[src/rtl/hazard_control_if.sv]
// Hazard-control bus: ID instruction and redirect in, pipeline control out.
//   instruction  [31:0]      instruction currently in ID
//   branch_taken             PC redirect in the current cycle
//   nop                      squash control signals of the ID instruction
//   stall                    hold PC and the IF/ID register
//   flush                    clear IF/ID to a NOP at the next edge
//   stall_count  [CNT_W-1:0] saturating count of stalled cycles
// master: pipeline side (drives instruction/branch_taken); slave: hazard_control.
interface hazard_control_if #(
    parameter int unsigned CNT_W = 16
);
    logic [31:0]      instruction;
    logic             branch_taken;
    logic             nop;
    logic             stall;
    logic             flush;
    logic [CNT_W-1:0] stall_count;

    modport master (
        output instruction,
        output branch_taken,
        input  nop,
        input  stall,
        input  flush,
        input  stall_count
    );

    modport slave (
        input  instruction,
        input  branch_taken,
        output nop,
        output stall,
        output flush,
        output stall_count
    );
endinterface

[src/rtl/hazard_control.sv]
// Pipeline hazard control: two-slot (EX/MEM) destination scoreboard for
// RAW stall detection, plus a RUN/FLUSH FSM that squashes the front end for
// FLUSH_CYCLES cycles after a taken branch.
//   clk   rising-edge clock
//   rst   synchronous reset, active-high
//   bus   hazard_control_if.slave (instruction/branch_taken in;
//         nop/stall/flush combinational out; stall_count registered out)
module hazard_control #(
    parameter int unsigned FLUSH_CYCLES = 2,
    parameter int unsigned CNT_W        = 16
) (
    input  logic             clk,
    input  logic             rst,
    hazard_control_if.slave  bus
);
    localparam int unsigned REG_W  = 5;
    localparam int unsigned FCNT_W = 3;

    localparam logic [6:0] OP_LUI    = 7'b0110111;
    localparam logic [6:0] OP_AUIPC  = 7'b0010111;
    localparam logic [6:0] OP_JAL    = 7'b1101111;
    localparam logic [6:0] OP_OP     = 7'b0110011;
    localparam logic [6:0] OP_STORE  = 7'b0100011;
    localparam logic [6:0] OP_BRANCH = 7'b1100011;

    localparam logic [CNT_W-1:0]  CNT_MAX     = {CNT_W{1'b1}};
    localparam logic [FCNT_W-1:0] FCNT_RELOAD = FCNT_W'(FLUSH_CYCLES - 1);

    typedef enum logic {
        ST_RUN   = 1'b0,
        ST_FLUSH = 1'b1
    } state_e;

    state_e             state_q, state_d;
    logic [FCNT_W-1:0]  fcnt_q, fcnt_d;
    logic               ex_wr_q, mem_wr_q;
    logic [REG_W-1:0]   ex_rd_q, mem_rd_q;
    logic [CNT_W-1:0]   stall_count_q;

    logic [6:0]         op;
    logic [REG_W-1:0]   id_rd, id_rs1, id_rs2;
    logic               id_wr, uses_rs1, uses_rs2;
    logic               hazard_c;
    logic               nop_c, stall_c, flush_c;
    logic               unused_instr_bits;

    // ID decode
    assign op       = bus.instruction[6:0];
    assign id_rd    = bus.instruction[11:7];
    assign id_rs1   = bus.instruction[19:15];
    assign id_rs2   = bus.instruction[24:20];
    assign id_wr    = (~op[5] | op[4] | op[2]) & op[1] & op[0];
    assign uses_rs1 = (op != OP_LUI) && (op != OP_AUIPC) && (op != OP_JAL);
    assign uses_rs2 = (op == OP_OP) || (op == OP_STORE) || (op == OP_BRANCH);

    assign unused_instr_bits = ^{bus.instruction[31:25], bus.instruction[14:12]};

    // RAW check against EX and MEM; x0 never matches, WB is write-through
    function automatic logic src_hit(input logic [REG_W-1:0] src,
                                     input logic ex_wr, input logic [REG_W-1:0] ex_rd,
                                     input logic mem_wr, input logic [REG_W-1:0] mem_rd);
        return (src != '0) && ((ex_wr && (ex_rd == src)) || (mem_wr && (mem_rd == src)));
    endfunction

    assign hazard_c = (uses_rs1 && src_hit(id_rs1, ex_wr_q, ex_rd_q, mem_wr_q, mem_rd_q)) ||
                      (uses_rs2 && src_hit(id_rs2, ex_wr_q, ex_rd_q, mem_wr_q, mem_rd_q));

    // Next-state and control outputs; under rst the outputs reflect the
    // post-reset state (RUN, empty scoreboard)
    always_comb begin
        nop_c   = 1'b0;
        stall_c = 1'b0;
        flush_c = 1'b0;
        state_d = state_q;
        fcnt_d  = fcnt_q;
        if (rst) begin
            if (bus.branch_taken) begin
                flush_c = 1'b1;
                nop_c   = 1'b1;
            end
        end else begin
            case (state_q)
                ST_RUN: begin
                    if (bus.branch_taken) begin
                        flush_c = 1'b1;
                        nop_c   = 1'b1;
                        fcnt_d  = FCNT_RELOAD;
                        state_d = (FLUSH_CYCLES == 1) ? ST_RUN : ST_FLUSH;
                    end else if (hazard_c) begin
                        stall_c = 1'b1;
                        nop_c   = 1'b1;
                    end
                end
                ST_FLUSH: begin
                    flush_c = 1'b1;
                    nop_c   = 1'b1;
                    if (bus.branch_taken) begin
                        fcnt_d = FCNT_RELOAD;
                    end else begin
                        fcnt_d = fcnt_q - FCNT_W'(1);
                        // <= 1 also recovers from an unreachable fcnt=0
                        if (fcnt_q <= FCNT_W'(1)) begin
                            state_d = ST_RUN;
                        end
                    end
                end
            endcase
        end
    end

    // State, scoreboard shift and saturating stall counter
    always_ff @(posedge clk) begin
        if (rst) begin
            state_q       <= ST_RUN;
            fcnt_q        <= '0;
            ex_wr_q       <= 1'b0;
            ex_rd_q       <= '0;
            mem_wr_q      <= 1'b0;
            mem_rd_q      <= '0;
            stall_count_q <= '0;
        end else begin
            state_q  <= state_d;
            fcnt_q   <= fcnt_d;
            mem_wr_q <= ex_wr_q;
            mem_rd_q <= ex_rd_q;
            ex_wr_q  <= nop_c ? 1'b0 : id_wr;
            ex_rd_q  <= nop_c ? REG_W'(0) : id_rd;
            if (stall_c && (stall_count_q != CNT_MAX)) begin
                stall_count_q <= stall_count_q + CNT_W'(1);
            end
        end
    end

    assign bus.nop         = nop_c;
    assign bus.stall       = stall_c;
    assign bus.flush       = flush_c;
    assign bus.stall_count = stall_count_q;
endmodule

[src/flat_wrapper.sv]
// flat-port wrapper written by rule: the top's interface ports become plain ports
module hazard_control_flat 
#(
    parameter int unsigned FLUSH_CYCLES = 2,
    parameter int unsigned CNT_W        = 16
)
  (clk, rst, bus_instruction, bus_branch_taken, bus_nop, bus_stall, bus_flush, bus_stall_count);
  hazard_control_if #(.CNT_W(CNT_W)) bus_i ();
  input  logic clk;
  input  logic rst;
  input wire logic [$bits(bus_i.instruction)-1:0] bus_instruction;
  input wire logic [$bits(bus_i.branch_taken)-1:0] bus_branch_taken;
  output wire logic [$bits(bus_i.nop)-1:0] bus_nop;
  output wire logic [$bits(bus_i.stall)-1:0] bus_stall;
  output wire logic [$bits(bus_i.flush)-1:0] bus_flush;
  output wire logic [$bits(bus_i.stall_count)-1:0] bus_stall_count;
  assign bus_i.instruction = bus_instruction;
  assign bus_i.branch_taken = bus_branch_taken;
  assign bus_nop = bus_i.nop;
  assign bus_stall = bus_i.stall;
  assign bus_flush = bus_i.flush;
  assign bus_stall_count = bus_i.stall_count;
  hazard_control #(.FLUSH_CYCLES(FLUSH_CYCLES), .CNT_W(CNT_W)) u_core (.clk(clk), .rst(rst), .bus(bus_i));
endmodule
[config.mk]
export PLATFORM = sky130hd
export DESIGN_NAME = hazard_control_flat
export DESIGN_NICKNAME = d
export VERILOG_FILES = /design/src/rtl/hazard_control_if.sv /design/src/rtl/hazard_control.sv /design/src/flat_wrapper.sv
export SDC_FILE = /design/constraint.sdc
export NUM_CORES = 1
export LEC_CHECK = 0
export CAP_MARGIN = 20
export CORE_ASPECT_RATIO = 1.25
export CORE_MARGIN = 2
export CORE_UTILIZATION = 39
export CTS_BUF_LIST = sky130_fd_sc_hd__clkbuf_16
export CTS_CLUSTER_DIAMETER = 120
export DETAILED_ROUTE_END_ITERATION = 12
export PLACE_DENSITY = 0.69
export RECOVER_POWER = 50
export SLEW_MARGIN = 5
export SYNTH_ARGS = -nofsm -noshare
export SYNTH_HDL_FRONTEND = slang
export SYNTH_SLANG_ARGS = --single-unit
[constraint.sdc]
create_clock -name clk -period 6 [get_ports clk]
set_clock_uncertainty 0.2 [all_clocks]
set_input_delay 0.9 -clock clk [delete_from_list [all_inputs] [get_ports clk]]
set_output_delay 0.9 -clock clk [all_outputs]
set_load 0.02 [all_outputs]
==> impl_metrics.env, run 1 <==
export IMPL_crit_end="bus_stall"
export IMPL_firstDrtPassIters=4
export IMPL_drt_total_wl_um=4190
export IMPL_drc_errors=0
export IMPL_grt_first_pass_wirelength_um=7120
export IMPL_tightest_slew_ns=1.39
export IMPL_antenna_left=0
export IMPL_cts_sinks=32
export IMPL_num_vias=1611
export IMPL_clockBufferDepth=2
export IMPL_synth_nets=236
export IMPL_setup_violations=0
export IMPL_period_share=0.826
export IMPL_slew_viol_final=0
export IMPL_crit_chain="clkdlybuf4s50_1, clkbuf_1, nor3_4, and3b_1, a32oi_2, buf_4, inv_1, clkdlybuf4s50_1"
export IMPL_diodes=0
export IMPL_reg2reg_depth=7
export IMPL_multi_input_area_um2=996
export IMPL_p_total_mw=0.557
export IMPL_rr_endpoint="u_core.bus.stall_count[14]"
export IMPL_dpl_hpwl_um=2930
export IMPL_post_drt_via_cell_ratio=5.37
export IMPL_final_hold_viol_count=0
export IMPL_numCtsBuffers=5
export IMPL_cp_start_kind="input pin"
export IMPL_place_inst=292
export IMPL_synth_edf_count=0
export IMPL_ys_ff_latch=32
export IMPL_synth_most_common_cell="dfxtp_1"
export IMPL_max_stage_delay_ns=1.01
export IMPL_avgSynthCellArea_um2=8.68
export IMPL_h_tree_depth=2
export IMPL_synth_common_cells="dfxtp_1, xnor2_1, a21oi_1"
export IMPL_track_usage=0.184
export IMPL_coreArea_um2=4320
export IMPL_layout_filler_cells=427
export IMPL_overflow=0
export IMPL_crit_start="rst"
export IMPL_async_reset_ff_frac=0
export IMPL_critPathMaxFanout=32
export IMPL_rsz0062_at_grt="no"
export IMPL_worstSetupPathType="in2out"
export IMPL_p_leak_nw=0.850
export IMPL_synth_ff_type="dfxtp_1"
export IMPL_worstPathRequired_ns=4.90
export IMPL_r2r_setup_slack_ns=3.51
export IMPL_clock_root_buffer="clkbuf_16"
export IMPL_die_x_um=63.4
export IMPL_die_area_um2=4960
export IMPL_cts_tree="yes"
export IMPL_clock_latency_ns=0.28
export IMPL_tns_ns=0
export IMPL_ios=54
export IMPL_netlist_top_cells_area="dfxtp_1, xnor2_1, a21oi_1"
export IMPL_initial_core_util=0.397
export IMPL_hold_path_class="reg2reg"
export IMPL_powerDensity_nw_per_um2=238
export IMPL_cts_resized=0
export IMPL_cp_end_kind="output pin"
export IMPL_synth_yosys_seq_area_share=0.373
export IMPL_seq_area_um2=641
export IMPL_finalNonFillerCells=300
export IMPL_dr_first_iter_drc_count=61
export IMPL_rows=27
export IMPL_cp_slowest_cell="clkbuf_1"
export IMPL_cp_arrival_ns=3.86
export IMPL_cpMostUsedCell="clkdlybuf4s50_1"
export IMPL_grt_pass1_vias=1519
export IMPL_cts_setup_buffers=0
export IMPL_ctsHoldBuffers=0
export IMPL_ys_warnings_count=0
export IMPL_grt_max_degree=33
export IMPL_cap_violations=0
export IMPL_wl_per_cell_um=14.0
export IMPL_cts_clk_slew_worst_paths_ns=0.05
export IMPL_syn_to_final_growth_pct=36.3
export IMPL_vdd_drop_max_v=0.000122
export IMPL_slew_limit_headroom=0.0745
export IMPL_status="completed"
export IMPL_fin_nets=279
export IMPL_fin_crit_ns=4.96
export IMPL_port_buffers=43
export IMPL_max_freq_ghz=0.202
export IMPL_r2r_start="u_core.bus.stall_count[0]"
export IMPL_synth_top_cell_area_share=0.373
export IMPL_gp_congestion=0.778
export IMPL_hold_ws_ns=0.294
export IMPL_synthDistinctLibCells=43
export IMPL_synthCells=198
export IMPL_die_h_um=78.2
export IMPL_post_synth_top_area_cell="dfxtp_1"
export IMPL_antenna_found_initial=0
export IMPL_netlist_area_um2=1720
export IMPL_drive_gt1_frac=0.0537
## critical path, delay by kind of cell
| kind | cells | cell delay (ns) |
|---|---|---|
| AOI/OAI and AO/OA | 1 | 0.14 |
| buffers and inverters | 5 | 2.41 |
| and+or+nand+nor | 2 | 0.40 |
## cell usage in the layout (no fill, tap or decap), types with 3 or more instances in the layout
| cell type | Yosys | routed |
|---|---|---|
| inv_1 | 5 | 6 |
| clkbuf_16 | 0 | 5 |
| o31ai_1 | 3 | 3 |
| dlygate4sd3_1 | 0 | 15 |
| nand2_1 | 11 | 11 |
| dfxtp_1 | 32 | 32 |
| and4_1 | 4 | 4 |
| nor2_1 | 8 | 8 |
| a21oi_1 | 17 | 17 |
| o21ai_0 | 9 | 9 |
| or4_1 | 4 | 4 |
| and3_1 | 9 | 9 |
| ha_1 | 3 | 3 |
| xnor2_1 | 20 | 20 |
| nand3_1 | 11 | 11 |
| or3_1 | 10 | 10 |
| nor2b_1 | 7 | 7 |
| clkdlybuf4s50_1 | 0 | 28 |
| nand4_1 | 8 | 8 |
## registers in the layout (all words and copies together) (netlist names)
register / count
u_core.mem_wr_q: 1
u_core.mem_rd_q: 5
u_core.ex_rd_q: 5
u_core.ex_wr_q: 1
u_core.bus.stall_count: 16
u_core.state_q: 1
u_core.fcnt_q: 3
## power by group
| part | internal, mW | total [mW] | switching (mW) |
|---|---|---|---|
| clock network | 0.193 | 0.284 | 0.0910 |
| logic | 0.0294 | 0.0513 | 0.0219 |
| registers | 0.217 | 0.221 | 0.00456 |
## through the flow
stage,instance area (um2),worst slack (ns),utilization
2_1_floorplan,1720,2.71,-
3_3_place_gp,2180,1.63,0.504
3_5_place_dp,2180,1.65,0.504
4_1_cts,2340,1.63,0.542
5_1_grt,2340,0.805,0.541
6_report,2340,1.04,0.541
## final cells by class
cell class | instances | area share
clock inverters | 3 | 0.0166
clock buffers | 5 | 0.0534
multi-input cells | 151 | 0.425
inverters | 5 | 0.00802
repair buffers | 46 | 0.192
well taps | 58 | 0.0310
flip-flops and latches | 32 | 0.274
## kinds of logic (layout without fill, tap and decap cells)
group                      Yosys count  in the layout  share of synthesized area
AOI/OAI and AO/OA                   44             44                      0.162
adders and majority gates            3              3                     0.0219
and+or+nand+nor                     82             82                      0.284
buffers and inverters               15             59                     0.0473
DFF                                 32             32                      0.373
xor gates and xnor gates            22             22                      0.112
## how the worst min path moves through the flow
stage / to / slack, ns / depth (start not counted) / start
after floorplan: u_core.mem_wr_q / 0.26 / 1 / u_core.ex_wr_q
after global placement: u_core.mem_wr_q / 0.28 / 1 / u_core.ex_wr_q
after detailed placement: u_core.mem_wr_q / 0.28 / 1 / u_core.ex_wr_q
after CTS: u_core.mem_wr_q / 0.29 / 1 / u_core.ex_wr_q
after global routing: u_core.mem_wr_q / 0.31 / 1 / u_core.ex_wr_q
final: u_core.mem_wr_q / 0.29 / 1 / u_core.ex_wr_q
## per-layer routing
metal / up-vias / part of all wire / track usage
li1: 805 / - / -
met1: 747 / 0.45 / 0.215
met2: 48 / 0.47 / 0.311
met3: 11 / 0.061 / 0.0473
met4: 0 / 0.022 / 0.0870
met5: - / 0 / 0
Note: power is estimated with default switching activity, not from simulation.
==> inputs of run 2 (changes only) <==
--- a/config.mk
+++ b/config.mk
@@ -12,7 +12,7 @@
 export CTS_BUF_LIST = sky130_fd_sc_hd__clkbuf_16
 export CTS_CLUSTER_DIAMETER = 120
 export DETAILED_ROUTE_END_ITERATION = 12
-export PLACE_DENSITY = 0.69
+export PLACE_DENSITY = 0.72
 export RECOVER_POWER = 50
 export SLEW_MARGIN = 5
 export SYNTH_ARGS = -nofsm -noshare
==> constraint.sdc (replaced) <==
create_clock -name clk -period 4 [get_ports clk]
set_clock_uncertainty 0.2 [all_clocks]
set_input_delay 0.6 -clock clk [delete_from_list [all_inputs] [get_ports clk]]
set_output_delay 0.6 -clock clk [all_outputs]
set_load 0.02 [all_outputs]
==> impl_metrics.env, run 2 (same netlist as run 1, synthesis figures left out) <==
export IMPL_powerDensity_nw_per_um2=328
export IMPL_crit_family="buffers and inverters"
export IMPL_rsz0062_at_grt="no"
export IMPL_diodes=0
export IMPL_antenna_found_initial=0
export IMPL_firstDrtPassIters=4
export IMPL_period_share=0.929
export IMPL_hold_depth=1
export IMPL_final_common_cell="dfxtp_1"
export IMPL_post_drt_via_cell_ratio=5.30
export IMPL_path_buf_inv=2
export IMPL_grt_first_pass_wirelength_um=7050
export IMPL_cp_slowest_cell="or4_1"
export IMPL_fin_nets=279
export IMPL_p_int_mw=0.593
export IMPL_p_sw_mw=0.167
export IMPL_share_comb_of_total_power=0.102
export IMPL_h_tree_depth=2
export IMPL_drc_errors=0
export IMPL_dr_first_iter_drc_count=75
export IMPL_initial_core_util=0.397
export IMPL_seqPwrFrac=0.437
export IMPL_wl_per_cell_um=13.5
export IMPL_r2r_start="u_core.bus.stall_count[0]"
export IMPL_cts_setup_buffers=0
export IMPL_cts_tree="yes"
export IMPL_critPathMaxFanout=3
export IMPL_port_buffers=43
export IMPL_numCtsBuffers=5
export IMPL_die_h_um=78.2
export IMPL_track_usage=0.177
export IMPL_min_from="u_core.ex_wr_q"
export IMPL_p_leak_nw=0.842
export IMPL_ctsHoldBuffers=0
export IMPL_antenna_left=0
export IMPL_drt_total_wl_um=4060
export IMPL_hold_path_class="reg2reg"
export IMPL_max_stage_delay_ns=0.57
export IMPL_rows=27
export IMPL_place_inst=292
export IMPL_clkPwrFrac=0.461
export IMPL_final_hold_viol_count=0
export IMPL_crit_chain="clkdlybuf4s50_1, or4_1, nor2_1, nor4_2, a22oi_1, nor2b_1, o21bai_1, clkdlybuf4s50_1"
export IMPL_slew_limit_headroom=0.685
export IMPL_reg2reg_depth=7
export IMPL_largest_reg_flops=16
export IMPL_status="completed"
export IMPL_rr_endpoint="u_core.bus.stall_count[15]"
export IMPL_setup_violations=0
export IMPL_slew_viol_final=0
export IMPL_num_vias=1590
export IMPL_overflow=0
export IMPL_cp_arrival_ns=2.92
export IMPL_final_cell_mix="dfxtp_1, clkdlybuf4s50_1, xnor2_1"
export IMPL_tightest_slew_ns=0.472
export IMPL_finalNonFillerCells=300
export IMPL_cts_clk_slew_worst_paths_ns=0.05
export IMPL_final_util=0.536
export IMPL_die_x_um=63.4
export IMPL_p_total_mw=0.760
export IMPL_clockBufferDepth=2
export IMPL_max_freq_ghz=0.269
export IMPL_cts_sinks=32
export IMPL_drive_gt1_frac=0.0496
export IMPL_coreArea_um2=4320
export IMPL_grt_max_degree=32
export IMPL_cp_end_kind="output pin"
export IMPL_r2r_setup_slack_ns=1.55
export IMPL_vdd_drop_max_v=0.000186
export IMPL_min_to="u_core.mem_wr_q"
export IMPL_die_area_um2=4960
export IMPL_cap_violations=0
export IMPL_tns_ns=0
export IMPL_syn_to_final_growth_pct=34.9
export IMPL_worstSetupPathType="in2out"
export IMPL_fin_crit_ns=3.72
export IMPL_clock_latency_ns=0.27
export IMPL_worstPathRequired_ns=3.20
export IMPL_cpMostUsedCell="clkdlybuf4s50_1"
export IMPL_cts_resized=0
export IMPL_ios=54
export IMPL_gp_congestion=0.791
export IMPL_cp_start_kind="input pin"
export IMPL_dpl_hpwl_um=2930
export IMPL_power_share_switching=0.220
export IMPL_clock_root_buffer="clkbuf_16"
export IMPL_grt_pass1_vias=1571
==> run 2: changes by cell type in the layout (fill, tap and decap cells not counted) <==
cell	change
buf_4	+1
bufinv_16	-1
clkbuf_1	-1
clkdlybuf4s50_1	-1
clkinv_1	+1
clkinv_2	-1
dlygate4sd3_1	+1
inv_1	+1
==> run 2: worst reg2reg max path, cell delays in order, from the launching register on <==
cell,delay [ns]
dfxtp_1,0.34
ha_1,0.22
and3_1,0.20
and3_1,0.25
nand4_1,0.39
nand3_1,0.21
or4_1,0.42
a21oi_1,0.15
==> run 2: metrics by stage <==
stage | instance area (um2) | hold WS, ns | worst slack, ns
6_report | 2320 | 0.292 | 0.284
5_1_grt | 2320 | 0.318 | 0.113
4_1_cts | 2320 | 0.294 | 0.256
3_5_place_dp | 2180 | 0.286 | 0.265
3_3_place_gp | 2180 | 0.279 | 0.300
2_1_floorplan | 1720 | 0.260 | 1.31
==> run 2: power by group through the flow <==
stage / clock (mW) / sequential, mW / combinational, mW
after floorplan: 0 / 0.336 / 0.0407
after global placement: 0 / 0.338 / 0.0768
after detailed placement: 0 / 0.339 / 0.0778
after CTS: 0.357 / 0.332 / 0.0787
after global routing: 0.374 / 0.333 / 0.0854
final: 0.350 / 0.332 / 0.0778
==> run 2: how the worst max path moves through the flow <==
stage                                   start  endpoint  slack (ns)  cells after the start
final                     bus_instruction[20]   bus_nop        0.28                      8
after global routing      bus_instruction[20]   bus_nop        0.11                      8
after CTS                 bus_instruction[20]   bus_nop        0.26                      8
after detailed placement  bus_instruction[20]   bus_nop        0.27                      8
after global placement    bus_instruction[20]   bus_nop        0.30                      8
after floorplan           bus_instruction[20]   bus_nop        1.31                      6
==> run 2: layer usage <==
layer,up-vias,GRT usage,part of all wire
met2,37,0.306,0.50
li1,809,-,-
met5,-,0,0
met3,4,0.0559,0.056
met1,740,0.203,0.43
met4,0,0.0652,0.0089
==> run 2: final cells by class <==
type,instances,area (um2)
sequential,32,641
clock inverter,3,11.3
inverter,5,18.8
tap,58,72.6
timing repair buffer,46,453
fill,454,2010
clock buffer,5,125
multi-input combinational,151,996
